<file path="src/rtl/game_pkg.sv">
// Shared state codes and default timing constants for the game-flow controller.
package game_pkg;

    typedef enum logic [3:0] {
        ST_INIT     = 4'b0000,
        ST_START    = 4'b0001,
        ST_PLAY     = 4'b0010,
        ST_PAUSE    = 4'b0100,
        ST_BOMB     = 4'b0110,
        ST_SUCCESS  = 4'b1000,
        ST_GAMEOVER = 4'b1001,
        ST_INVULN   = 4'b1010
    } game_state_e;

    localparam int DEF_SPLASH_CYC = 20_000_000;
    localparam int DEF_INVULN_CYC = 20_000_000;
    localparam int DEF_BOMB_CYC   = 40_000_000;

    // States in which the game logic runs and pickups are accepted.
    function automatic logic is_active(input game_state_e s);
        return (s == ST_PLAY) || (s == ST_INVULN) || (s == ST_BOMB);
    endfunction

endpackage

</file>
<file path="src/rtl/game_timer.sv">
// Down-counter for the timed states: load has priority, enable decrements, stops at zero.
module game_timer #(
    parameter int               TMR_W   = 32,
    parameter logic [TMR_W-1:0] RST_VAL = '0
) (
    input  logic             clk,
    input  logic             rst_n,
    input  logic             load,
    input  logic [TMR_W-1:0] load_val,
    input  logic             en,
    output logic [TMR_W-1:0] cnt,
    output logic             zero
);

    logic [TMR_W-1:0] cnt_q;
    logic [TMR_W-1:0] cnt_d;

    always_comb begin
        cnt_d = cnt_q;
        if (load) begin
            cnt_d = load_val;
        end else if (en && (cnt_q != '0)) begin
            cnt_d = cnt_q - 1'b1;
        end
    end

    always_ff @(posedge clk or negedge rst_n) begin
        if (!rst_n) begin
            cnt_q <= RST_VAL;
        end else begin
            cnt_q <= cnt_d;
        end
    end

    assign cnt  = cnt_q;
    assign zero = (cnt_q == '0);

endmodule

</file>
<file path="src/rtl/game_flow_ctrl.sv">
// Game-flow controller: splash, start, play, success/gameover with life/bomb counters.
// Optional pause support is enabled by defining GAME_PAUSE_EN.
module game_flow_ctrl
    import game_pkg::*;
#(
    parameter int LIFE_W     = 4,
    parameter int BOMB_W     = 4,
    parameter int LIFE_INIT  = 3,
    parameter int BOMB_INIT  = 3,
    parameter int LIFE_MAX   = 9,
    parameter int BOMB_MAX   = 9,
    parameter int TMR_W      = 32,
    parameter int SPLASH_CYC = DEF_SPLASH_CYC,
    parameter int INVULN_CYC = DEF_INVULN_CYC,
    parameter int BOMB_CYC   = DEF_BOMB_CYC
) (
    input  logic              clk,
    input  logic              hard_reset_n,
    input  logic              enter,
    input  logic              bomb,
    input  logic              collision,
    input  logic              die,
    input  logic              life_pickup,
    input  logic              bomb_pickup,
    input  logic              pause,
    output logic [LIFE_W-1:0] num_life,
    output logic [BOMB_W-1:0] num_bomb,
    output logic [3:0]        game_state,
    output logic              game_en,
    output logic              game_reset,
    output logic              invuln
);

    game_state_e       state_q, state_d;
    logic [LIFE_W-1:0] life_q, life_d;
    logic [BOMB_W-1:0] bombs_q, bombs_d;
    logic              game_en_q, game_en_d;
    logic              game_reset_q, game_reset_d;
    logic              invuln_q, invuln_d;
    logic              enter_prev_q, bomb_prev_q;

    logic              enter_edge, bomb_edge, pause_go;
    logic              tmr_load, tmr_en, tmr_zero;
    logic [TMR_W-1:0]  tmr_load_val, tmr_cnt;
    logic              life_dec, bomb_dec, pickups_ok, reload;

    assign enter_edge = enter & ~enter_prev_q;
    assign bomb_edge  = bomb & ~bomb_prev_q;

`ifdef GAME_PAUSE_EN
    game_state_e ret_q, ret_d;
    logic        pause_prev_q;
    logic        pause_edge;

    assign pause_edge = pause & ~pause_prev_q;
    assign pause_go   = pause_edge & is_active(state_q);
`else
    logic unused_pause;
    assign unused_pause = pause;
    assign pause_go     = 1'b0;
`endif

    // The timer freezes on the cycle a pause is taken so it resumes intact.
    assign tmr_en = ((state_q == ST_INIT) || (state_q == ST_INVULN) || (state_q == ST_BOMB))
                    && !pause_go;

    game_timer #(
        .TMR_W   (TMR_W),
        .RST_VAL (TMR_W'(SPLASH_CYC - 1))
    ) u_timer (
        .clk      (clk),
        .rst_n    (hard_reset_n),
        .load     (tmr_load),
        .load_val (tmr_load_val),
        .en       (tmr_en),
        .cnt      (tmr_cnt),
        .zero     (tmr_zero)
    );

    always_comb begin
        state_d      = state_q;
        game_reset_d = 1'b0;
        tmr_load     = 1'b0;
        tmr_load_val = '0;
        life_dec     = 1'b0;
        bomb_dec     = 1'b0;
        reload       = 1'b0;
        pickups_ok   = is_active(state_q);
`ifdef GAME_PAUSE_EN
        ret_d        = ret_q;
`endif
        if (pause_go) begin
`ifdef GAME_PAUSE_EN
            ret_d   = state_q;
            state_d = ST_PAUSE;
`endif
        end else begin
            case (state_q)
                ST_INIT: begin
                    if (tmr_zero) state_d = ST_START;
                end
                ST_START: begin
                    if (enter_edge) begin
                        state_d      = ST_PLAY;
                        game_reset_d = 1'b1;
                    end
                end
                ST_PLAY: begin
                    if (die) begin
                        state_d = ST_SUCCESS;
                    end else if (collision) begin
                        life_dec = 1'b1;
                        // A same-cycle life pickup cancels the hit, so the player survives.
                        if ((life_q <= LIFE_W'(1)) && !life_pickup) begin
                            state_d = ST_GAMEOVER;
                        end else begin
                            state_d      = ST_INVULN;
                            tmr_load     = 1'b1;
                            tmr_load_val = TMR_W'(INVULN_CYC - 1);
                        end
                    end else if (bomb_edge && (bombs_q != '0)) begin
                        bomb_dec     = 1'b1;
                        state_d      = ST_BOMB;
                        tmr_load     = 1'b1;
                        tmr_load_val = TMR_W'(BOMB_CYC - 1);
                    end
                end
                ST_INVULN: begin
                    if (die) begin
                        state_d = ST_SUCCESS;
                    end else if (bomb_edge && (bombs_q != '0)) begin
                        bomb_dec     = 1'b1;
                        state_d      = ST_BOMB;
                        tmr_load     = 1'b1;
                        tmr_load_val = TMR_W'(BOMB_CYC - 1);
                    end else if (tmr_zero) begin
                        state_d = ST_PLAY;
                    end
                end
                ST_BOMB: begin
                    if (die) begin
                        state_d = ST_SUCCESS;
                    end else if (tmr_zero) begin
                        state_d = ST_PLAY;
                    end
                end
                ST_SUCCESS, ST_GAMEOVER: begin
                    if (enter_edge) begin
                        state_d      = ST_INIT;
                        reload       = 1'b1;
                        game_reset_d = 1'b1;
                        tmr_load     = 1'b1;
                        tmr_load_val = TMR_W'(SPLASH_CYC - 1);
                    end
                end
`ifdef GAME_PAUSE_EN
                ST_PAUSE: begin
                    if (pause_edge) state_d = ret_q;
                end
`endif
                default: state_d = ST_INIT;
            endcase
        end

        life_d  = life_q;
        bombs_d = bombs_q;
        if (reload) begin
            life_d  = LIFE_W'(LIFE_INIT);
            bombs_d = BOMB_W'(BOMB_INIT);
        end else begin
            if (pickups_ok && life_pickup && !life_dec) begin
                if (life_q < LIFE_W'(LIFE_MAX)) life_d = life_q + 1'b1;
            end else if (life_dec && !(pickups_ok && life_pickup) && (life_q != '0)) begin
                life_d = life_q - 1'b1;
            end
            if (pickups_ok && bomb_pickup && !bomb_dec) begin
                if (bombs_q < BOMB_W'(BOMB_MAX)) bombs_d = bombs_q + 1'b1;
            end else if (bomb_dec && !(pickups_ok && bomb_pickup) && (bombs_q != '0)) begin
                bombs_d = bombs_q - 1'b1;
            end
        end

        game_en_d = is_active(state_d);
        invuln_d  = (state_d == ST_INVULN) || (state_d == ST_BOMB);
    end

    always_ff @(posedge clk or negedge hard_reset_n) begin
        if (!hard_reset_n) begin
            state_q      <= ST_INIT;
            life_q       <= LIFE_W'(LIFE_INIT);
            bombs_q      <= BOMB_W'(BOMB_INIT);
            game_en_q    <= 1'b0;
            game_reset_q <= 1'b0;
            invuln_q     <= 1'b0;
            enter_prev_q <= 1'b0;
            bomb_prev_q  <= 1'b0;
`ifdef GAME_PAUSE_EN
            ret_q        <= ST_PLAY;
            pause_prev_q <= 1'b0;
`endif
        end else begin
            state_q      <= state_d;
            life_q       <= life_d;
            bombs_q      <= bombs_d;
            game_en_q    <= game_en_d;
            game_reset_q <= game_reset_d;
            invuln_q     <= invuln_d;
            enter_prev_q <= enter;
            bomb_prev_q  <= bomb;
`ifdef GAME_PAUSE_EN
            ret_q        <= ret_d;
            pause_prev_q <= pause;
`endif
        end
    end

    assign num_life   = life_q;
    assign num_bomb   = bombs_q;
    assign game_state = state_q;
    assign game_en    = game_en_q;
    assign game_reset = game_reset_q;
    assign invuln     = invuln_q;

endmodule
</file>
<file path="config.mk">
export PLATFORM = sky130hd
export DESIGN_NAME = game_flow_ctrl
export DESIGN_NICKNAME = d
export VERILOG_FILES = /design/src/rtl/game_pkg.sv /design/src/rtl/game_timer.sv /design/src/rtl/game_flow_ctrl.sv
export SDC_FILE = /design/constraint.sdc
export NUM_CORES = 1
export LEC_CHECK = 0
export BUFFER_PORTS_ARGS = -buffer_cell sky130_fd_sc_hd__buf_4
export CAP_MARGIN = 15
export CORE_MARGIN = 1
export CORE_UTILIZATION = 50
export DETAILED_ROUTE_END_ITERATION = 8
export PLACE_DENSITY = 0.69
export RECOVER_POWER = 25
export SYNTH_ARGS = -nofsm -noshare
export SYNTH_HDL_FRONTEND = slang
export SYNTH_HIERARCHICAL = 1
export SYNTH_SLANG_ARGS = --single-unit
</file>
<file path="constraint.sdc">
create_clock -name clk -period 6.06 [get_ports clk]
set_input_delay 0.303 -clock clk [delete_from_list [all_inputs] [get_ports clk]]
set_output_delay 0.303 -clock clk [all_outputs]
set_load 0.01 [all_outputs]
</file>
==> metrics.txt, run 1 <==
final worst path period need=3.05 ns; share of layout cells above drive strength 1=between 10% and 20%; Highest Signal Layer=met4; Avg Vias per Cell=6.19; Root Driver=clkbuf_8; core area=between 0.006 and 0.007 mm²; outcome=finished, violations left; FMAX=0.327 GHz; hold depth=1; combinational power share=21.5%; met2 WL=about 3300 µm; GRT Util Overall=22.9%; clk buf depth=2; setup TNS=0 ns; CP Cell Sequence=or4b_1, or4_4, inv_2, nor2_1, inv_1, ha_1, o21ai_0, nor4b_4, a221oi_1, a211oi_1; Routed Antenna Nets=0; M1 wire length=roughly 3900 µm; total gr overflow=0; hold path start=bomb; Crit-path slowest cell=or4b_1; Final Hold Fails=0; number of synthesized register bits=49; area of the multi-input gates=slightly below 0.002 mm²; Placer Congestion=0.894; CTS Sinks=between 40 and 50; Switching Share=approximately a third; # fillers=around 600; Tcrit/Tclk final=50.4%; CP bufs+invs=2; worst r2r path cells=10; CTS tree=yes; Post-DP HPWL=5130 µm; Post-synth EDFFs=0; Clock transition at path regs=around 0.090 ns; antenna cells=0; Post-Route WL=around 7500 µm; share of the synthesized area in the top cell type=between 20% and 30%; Max Slew Vio Count=50; Clock Latency Late Sink=0.31 ns; postcts setup bufs=0; I/O Buffers=22; Hold Path Sink=bomb_prev_q$_DFF_PN0_; hold buffers post-CTS=0; Post-DP Area=around 0.0035 mm²; largest area contributor in the netlist=dfrtp_1; skew final=approximately 0.011 ns; initial core utilization=about half; pin count of the biggest net entering global routing=50; Finish-stage setup viols=0; Crit. End Element=flop; worst r2r src=game_state[2]$_DFF_PN0_; R2R setup slack=3.01 ns; initial drt markers=~210; Crit Path Max Fanout=14; switching power=approximately 280 µW; met3 routed WL=roughly 270 µm; top cell family by delay on the critical path=simple AND/OR/NAND/NOR gates; CP arrival=roughly 3.3 ns; crit start category=flop; CTS buffer count=5; RSZ-0062 raised after global routing=no; via count=around 2900; CP Class=flop to flop; VDD IR max=~0.20 mV; Post-synth top cells=nor2_1 (32), dfrtp_1 (30), nand2_1 (30); reg-to-reg endpoint=num_bomb[3]$_DFFE_PN0P_; Clk pwr share=between 20 and 25%; first-pass GRT wire length=about 13000 µm; die height=~83 µm; WP data required=~6.3 ns; Avg Inst Size Synth=approximately 9 µm²; Internal=just under 600 µW; drt first pass iters=4; final net count=roughly 400; violated checks=capacitance limit, slew limit; Synth cell types=slightly below 70; sequential area share after synthesis=a little under two fifths; H-tree levels=2; fraction of registers with async set/reset=100%; overall power=approximately 870 µW; Die Wd=between 80 and 90 µm; Finished Cell Area=0.00359 mm²; Yosys warning count=6; top-count cell post-synth=nor2_1; ranking of synthesized cells by area=dfrtp_1 (23%), dfstp_2 (15%), nor2_1 (3.7%), a31oi_1 (3.6%), nand2_1 (3.4%); post-cts gate resize count=0; initial antenna violation count=0; P&R area growth vs syn=9.17%; max_cap viols=1; worst min path class=primary input to flop; vias in the first global route=2681; die area=around 0.007 mm²; drt drc=0; worst slew pin tran=2.66 ns; pwr dens=around 240 mW/mm²; leak pwr=about 1.4 nW; sequential power share=a little under three fifths; max incr delay on CP=0.57 ns; io pins=24; synthesized area=about 0.0033 mm²; Row Count=29; Post-Syn Instances=about 360; FF/Latch Area=about 0.0012 mm²; slew margin rel.=-77.4%; Wirelength per Cell=between 15 and 20 µm; ys flop type=dfrtp_1
worst register-to-register path, cell delays in order (launching register included):
cell and delay (ns):
dfrtp_1 0.54, or4b_1 0.57, or4_4 0.50, inv_2 0.21
nor2_1 0.11, inv_1 0.06, ha_1 0.26, o21ai_0 0.10
nor4b_4 0.24, a221oi_1 0.13, a211oi_1 0.23
power groups by stage:
stage	Clock (mW)	Sequential, mW	Combinational, mW
2_1_floorplan	0	0.481	0.147
3_3_place_gp	0	0.495	0.180
3_5_place_dp	0	0.498	0.187
4_1_cts	0.202	0.493	0.188
5_1_grt	0.212	0.506	0.216
6_report	0.193	0.494	0.188
per-stage QoR:
stage	instances	hold slack [ns]	setup WS, ns	utilization [%]
finish	466	0.122	3.01	56.5
global route	466	0.124	2.84	56.5
CTS	466	0.0377	2.98	56.6
detailed placement	458	0.369	2.98	55.3
global placement	458	0.365	3.10	55.3
floorplan	373	0.00741	3.11	-
sequential cells by signal, indices dropped and copies added, names as in the netlist:
name,flops
num_bomb,4
u_timer/cnt,32
enter_prev_q,1
bomb_prev_q,1
game_en,1
game_state,4
game_reset,1
invuln,1
num_life,4
cell families (layout without fill, tap and decap cells):
logic type               after synthesis  count (layout)  share of synthesized area [%]
multiplexers                           6               6                           2.02
flip-flops                            49              49                           38.0
AO/OA/AOI/OAI                         92              92                           20.3
other                                  1              11                          0.114
buffers and inverters                 31              47                           4.53
AND/OR/NAND/NOR                      168             168                           30.0
XOR/XNOR                               9               9                           2.40
adder cells (fa/ha/maj)                7               7                           2.66
layout make-up:
class                   instances  share of cell area [%]
inverters                      15                    1.57
flip-flops and latches         49                    34.8
clock inverters                 1                   0.209
multi-input cells             293                    53.8
well taps                      77                    2.68
repair buffers                 24                    4.81
clock buffers                   7                    2.13
worst max path at each step:
stage,startpoint,slack [ns],end,cells after the start
after floorplan,num_life[0]$_DFFE_PN1P_,3.11,u_timer/cnt[21]$_DFFE_PN1P_,10
after global placement,game_state[2]$_DFF_PN0_,3.10,num_bomb[3]$_DFFE_PN0P_,10
after detailed placement,game_state[2]$_DFF_PN0_,2.98,num_bomb[3]$_DFFE_PN0P_,10
after CTS,game_state[2]$_DFF_PN0_,2.98,num_bomb[3]$_DFFE_PN0P_,10
after global routing,game_state[2]$_DFF_PN0_,2.84,num_bomb[3]$_DFFE_PN0P_,10
final,game_state[2]$_DFF_PN0_,3.01,num_bomb[3]$_DFFE_PN0P_,10
per-layer routing:
| layer | vias to the layer above | GRT usage [%] |
|---|---|---|
| met1 | 1406 | 33.5 |
| met5 | - | 0 |
| li1 | 1424 | - |
| met4 | 0 | 6.90 |
| met2 | 44 | 34.9 |
| met3 | 10 | 3.58 |
cell usage in the layout, fill, tap and decap left out, types with 12 or more instances in the layout:
| cell type | n |
|---|---|
| buf_4 | 21 |
| dfstp_2 | 19 |
| dfrtp_1 | 30 |
| nand2_1 | 30 |
| o21ai_0 | 14 |
| nor3_1 | 12 |
| nand3_1 | 15 |
| or4_1 | 14 |
| a31oi_1 | 19 |
| nor2_1 | 32 |
| inv_1 | 13 |
| or3_1 | 17 |
(Power assumes the default switching activity.)
==> run 2, diff against run 1 <==
clock period = 2.9 ns   (was 6.06 ns; I/O delays follow)
==> metrics.txt, run 2 (synthesis gave the netlist of run 1 again) <==
via count=3016 (+4.6%); sequential power share=56.7% (+0.2 points); Avg Vias per Cell=6.26 (+1.1%); drt drc=0 (unchanged); core area=0.00635 mm² (unchanged); VDD IR max=0.444 mV (+120%); io pins=24 (unchanged); skew final=0.00573 ns (-0.00561 ns); Final Hold Fails=0 (unchanged); Post-Layout Cell Count=482 (+3.4%); pin count of the biggest net entering global routing=50 (unchanged); Switching Share=31.1% (-0.60 points); post-cts gate resize count=0 (unchanged); combinational power share=21.7% (+0.2 points); slew margin rel.=16.8% (+94 points); hold depth=4 (+3); pwr dens=489 mW/mm² (+100%); clk buf depth=2 (unchanged); Root Driver=clkbuf_8; RSZ-0062 raised after global routing=no; die height=83.1 µm (unchanged); initial antenna violation count=0 (unchanged); Max Slew Vio Count=0 (-100%); postcts setup bufs=0 (unchanged); P&R area growth vs syn=13.1%; Finished Cell Area=0.00372 mm² (+3.6%); final net count=420 (+4.0%); switching power=566 µW (+100%); most frequent cells in the layout=buf_4 (34), nor2_1 (32), nand2_1 (30), dfrtp_1 (30); Clock transition at path regs=0.09 ns (about the same); Crit. End Element=flop; reg-to-reg endpoint=num_bomb[3]$_DFFE_PN0P_; worst min path class=primary input to flop; WP data required=3.11 ns (-3.16 ns); crit start category=flop; initial core utilization=51.8% (unchanged); Post-Route WL=7760 µm (+2.9%); R2R setup slack=0.22 ns (-2.79 ns); I/O Buffers=22 (unchanged); die area=0.00690 mm² (unchanged); Placer Congestion=0.834 (-6.7%); Row Count=29 (unchanged); slack of the critical path=0.220 ns (-2.79 ns); hold path start=die; outcome=finished, final reports clean; worst r2r src=game_state[0]$_DFF_PN0_; DP Cell Count=471 (+2.8%); H-tree levels=2 (unchanged); FMAX=0.373 GHz (+14%); CP Class=flop to flop; vias in the first global route=2720 (+1.5%); Tcrit/Tclk final=92.4% (+42 points); worst r2r path cells=10 (unchanged); max_cap viols=0 (-1); Clock Latency Late Sink=0.30 ns (about the same); CTS buffer count=5 (unchanged); initial drt markers=188 (-8.3%); pre-CTS WS=0.230 ns (-2.75 ns); # fillers=547 (-9.9%); worst slew pin tran=1.25 ns (-1.41 ns); leak pwr=1.45 nW (+6.4%); Die Wd=83.1 µm (unchanged); Hold Path Sink=game_state[0]$_DFF_PN0_; first-pass GRT wire length=13400 µm (+3.6%); Clk pwr share=21.5% (-0.6 points); fin util=58.5% (+2.0 points); total gr overflow=0 (unchanged); drt first pass iters=5 (+1); Crit Path Max Fanout=4 (-10); antenna cells=0 (unchanged); Post-DP Area=0.00361 mm² (+2.8%); max FFs per register=32 (unchanged); share of layout cells above drive strength 1=20.2% (+2.8 points); setup TNS=0 ns (unchanged); Wirelength per Cell=16.1 µm (-0.50%); Post-DP HPWL=5390 µm (+5.1%); CTS Sinks=49 (unchanged); GRT Util Overall=23.5% (+0.64 points); commonest non-fill, non-tap cell in the layout=buf_4; Internal=1.25 mW (+110%); Finish-stage setup viols=0 (unchanged); CP arrival=2.89 ns (-0.37 ns); final worst path period need=2.68 ns (-0.374 ns); CTS tree=yes; Routed Antenna Nets=0 (unchanged)
==> run 2: changes by cell type in the layout (fill, tap and decap cells not counted), sizes merged <==
cell,before,now
buf,21,34
dlygate4sd3,0,3
clkbuf,10,11
clkinvlp,1,0
==> run 2: power by group through the flow <==
| stage | sequential [mW] | combinational [mW] | clock, mW |
|---|---|---|---|
| 2_1_floorplan | 1.01 | 0.308 | 0 |
| 3_3_place_gp | 1.03 | 0.378 | 0 |
| 3_5_place_dp | 1.04 | 0.389 | 0 |
| 4_1_cts | 1.03 | 0.396 | 0.409 |
| 5_1_grt | 1.06 | 0.446 | 0.438 |
| 6_report | 1.03 | 0.395 | 0.391 |
==> run 2: worst max path at each step <==
stage	endpoint	depth (start not counted)	start	slack, ns
3_3_place_gp	num_bomb[3]$_DFFE_PN0P_	10	game_state[0]$_DFF_PN0_	0.28
6_report	num_bomb[3]$_DFFE_PN0P_	10	game_state[0]$_DFF_PN0_	0.22
4_1_cts	num_bomb[3]$_DFFE_PN0P_	10	game_state[0]$_DFF_PN0_	0.21
2_1_floorplan	u_timer/cnt[21]$_DFFE_PN1P_	10	num_life[0]$_DFFE_PN1P_	0.17
5_1_grt	num_bomb[3]$_DFFE_PN0P_	10	game_state[0]$_DFF_PN0_	0.06
3_5_place_dp	num_bomb[3]$_DFFE_PN0P_	10	game_state[0]$_DFF_PN0_	0.23
==> run 2: cell type report <==
type / count / area [µm²] / share of cell area, %
sequential: 49 / 1250 / 33.6
inverter: 15 / 56.3 / 1.51
clock buffer: 8 / 80.1 / 2.15
tap: 77 / 96.3 / 2.59
multi-input combinational: 293 / 1930 / 51.9
timing repair buffer: 40 / 305 / 8.21
==> run 2: metal layers <==
| layer | vias up | global-route usage, % | routed length [µm] |
|---|---|---|---|
| met1 | 1466 | 34.8 | 3810 |
| met2 | 88 | 36.7 | 3540 |
| met4 | 0 | 4.70 | 52 |
| met5 | - | 0 | 0 |
| met3 | 7 | 3.38 | 363 |
| li1 | 1455 | - | - |
==> run 2: timing repair <==
action | 4_1_cts | 5_1_grt
hold buffers | 3 | 0
endpoints found under the hold margin | 32 | 0
endpoints found under the setup margin | 0 | 0
==> run 2: stage by stage <==
step           hold slack [ns]  power, mW
6_report                 0.253       1.82
3_3_place_gp             0.207       1.41
5_1_grt                  0.262       1.94
4_1_cts                  0.245       1.83
2_1_floorplan           -0.151       1.31
3_5_place_dp             0.209       1.43
==> run 2: worst max-delay path: stages, from the launching register on <==
cell,delay (ns)
dfrtp_1,0.38
or4b_1,0.57
or4_4,0.50
inv_2,0.08
nor2_1,0.06
inv_1,0.06
ha_1,0.26
o21ai_0,0.10
nor4b_4,0.24
a221oi_1,0.12
a211oi_1,0.22
==> run 3, diff against run 2 <==
clock period = 3.11 ns   (was 2.9 ns; I/O delays follow)
==> metrics.txt, run 3 (synthesis gave the netlist of run 1 again) <==
initial drt markers=174 (-7.4%); worst min path class=primary input to flop; max FFs per register=32 (unchanged); core area=0.00635 mm² (unchanged); Tcrit/Tclk final=89.9% (-2.5 points); initial antenna violation count=0 (unchanged); io pins=24 (unchanged); RSZ-0062 raised after global routing=no; reg-to-reg endpoint=num_bomb[3]$_DFFE_PN0P_; final worst path period need=2.80 ns (+0.116 ns); hold buffers post-CTS=3 (unchanged); Clock Latency Late Sink=0.30 ns (about the same); pin count of the biggest net entering global routing=50 (unchanged); area of the multi-input gates=0.00193 mm² (unchanged); clk buf depth=2 (unchanged); CP arrival=3.01 ns (+0.12 ns); Row Count=29 (unchanged); Critical Path End=num_bomb[3]$_DFFE_PN0P_; vias in the first global route=2798 (+2.9%); fin util=57.9% (-0.69 points); post-cts gate resize count=0 (unchanged); # fillers=565 (+3.3%); CTS buffer count=5 (unchanged); drt drc=0 (unchanged); via count=2882 (-4.4%); worst slew pin tran=1.22 ns (-0.0290 ns); Crit. End Element=flop; share of layout cells above drive strength 1=19.4% (-0.85 points); VDD IR max=0.393 mV (-12%); FF/Latch Area=0.00125 mm² (unchanged); Crit Path Max Fanout=9 (+5); worst r2r src=game_state[0]$_DFF_PN0_; skew final=0.00598 ns (+0.000245 ns); Die Wd=83.1 µm (unchanged); Max Slew Vio Count=0 (unchanged); DP Cell Count=463 (-1.7%); setup TNS=0 ns (unchanged); Placer Congestion=0.854 (+2.4%); CTS Sinks=49 (unchanged); hold path start=die; Wirelength per Cell=15.7 µm (-2.4%); CP Class=flop to flop; die height=83.1 µm (unchanged); drt first pass iters=4 (-1); leak pwr=1.42 nW (-2.0%); CTS tree=yes; Avg Vias per Cell=6.08 (-2.8%); H-tree levels=2 (unchanged); total gr overflow=0 (unchanged); Final Hold Fails=0 (unchanged); GRT Util Overall=23.5% (about the same); final net count=412 (-1.9%); initial core utilization=51.8% (unchanged); crit start category=flop; hold_ws=0.246 ns (-0.00696 ns); R2R setup slack=0.31 ns (+0.09 ns); commonest non-fill, non-tap cell in the layout=nor2_1; Post-DP HPWL=5210 µm (-3.4%); FMAX=0.358 GHz (-4.1%); slew margin rel.=18.8% (+1.9 points); die area=0.00690 mm² (unchanged); outcome=finished, final reports clean; max_cap viols=0 (unchanged); P&R area growth vs syn=11.8%; Clock transition at path regs=0.09 ns (about the same); most frequent cells in the layout=nor2_1 (32), nand2_1 (30), dfrtp_1 (30); first-pass GRT wire length=13300 µm (-1.1%); antenna cells=0 (unchanged); postcts setup bufs=0 (unchanged); Post-Layout Cell Count=474 (-1.7%); Post-Route WL=7460 µm (-4.0%); Finish-stage setup viols=0 (unchanged); Root Driver=clkbuf_8; I/O Buffers=22 (unchanged); pwr dens=468 mW/mm² (-4.2%); worst r2r path cells=10 (unchanged); Critical path origin=game_state[0]$_DFF_PN0_; WP data required=3.32 ns (+0.21 ns); Routed Antenna Nets=0 (unchanged)
## run 3: changes by cell type in the layout (fill, tap and decap cells not counted), sizes merged
cell	delta
buf	-8
clkbuf	-2
clkinv	+2
## run 3: layout make-up
type                       instances  area share, %
sequential                        49           34.0
inverter                          15           1.53
clock inverter                     2          0.375
tap                               77           2.62
timing repair buffer              32           6.68
multi-input combinational        293           52.5
clock buffer                       6           2.25
## run 3: power breakdown
group          internal [mW]  leakage, nW  total, mW  switching, mW
sequential             0.815        0.558      0.960          0.145
combinational          0.190        0.812      0.363          0.173
clock                  0.181       0.0512      0.397          0.216
## run 3: metal layers
metal  GRT usage (%)  vias to the layer above  routed length (µm)
li1                -                     1448                   -
met1            32.4                     1397                3700
met2            38.9                       31                3530
met3            3.28                        6                 158
met4            6.43                        0                  66
met5               0                        -                   0
## run 3: stage by stage
stage | setup WS [ns] | cell area (µm²) | power, mW
3_5_place_dp | 0.307 | 3550 | 1.33
2_1_floorplan | 0.156 | 3320 | 1.22
3_3_place_gp | 0.379 | 3550 | 1.32
5_1_grt | 0.105 | 3670 | 1.84
4_1_cts | 0.301 | 3680 | 1.75
6_report | 0.314 | 3670 | 1.72
## run 3: worst min-delay path by stage
stage	slack, ns	end	cells after the start
detailed placement	0.22	num_bomb[3]$_DFFE_PN0P_	1
CTS	0.23	game_state[2]$_DFF_PN0_	3
floorplan	-0.14	bomb_prev_q$_DFF_PN0_	0
finish	0.25	game_state[2]$_DFF_PN0_	3
global route	0.25	game_state[2]$_DFF_PN0_	3
global placement	0.22	num_bomb[3]$_DFFE_PN0P_	1
## run 3: worst max-delay path, stage by stage, from the launching register on
cell and delay (ns):
dfrtp_1 0.38, or4b_1 0.58, or4_4 0.50, inv_2 0.18
nor2_1 0.10, inv_1 0.06, ha_1 0.26, o21ai_0 0.09
nor4b_4 0.23, a221oi_1 0.12, a211oi_1 0.21
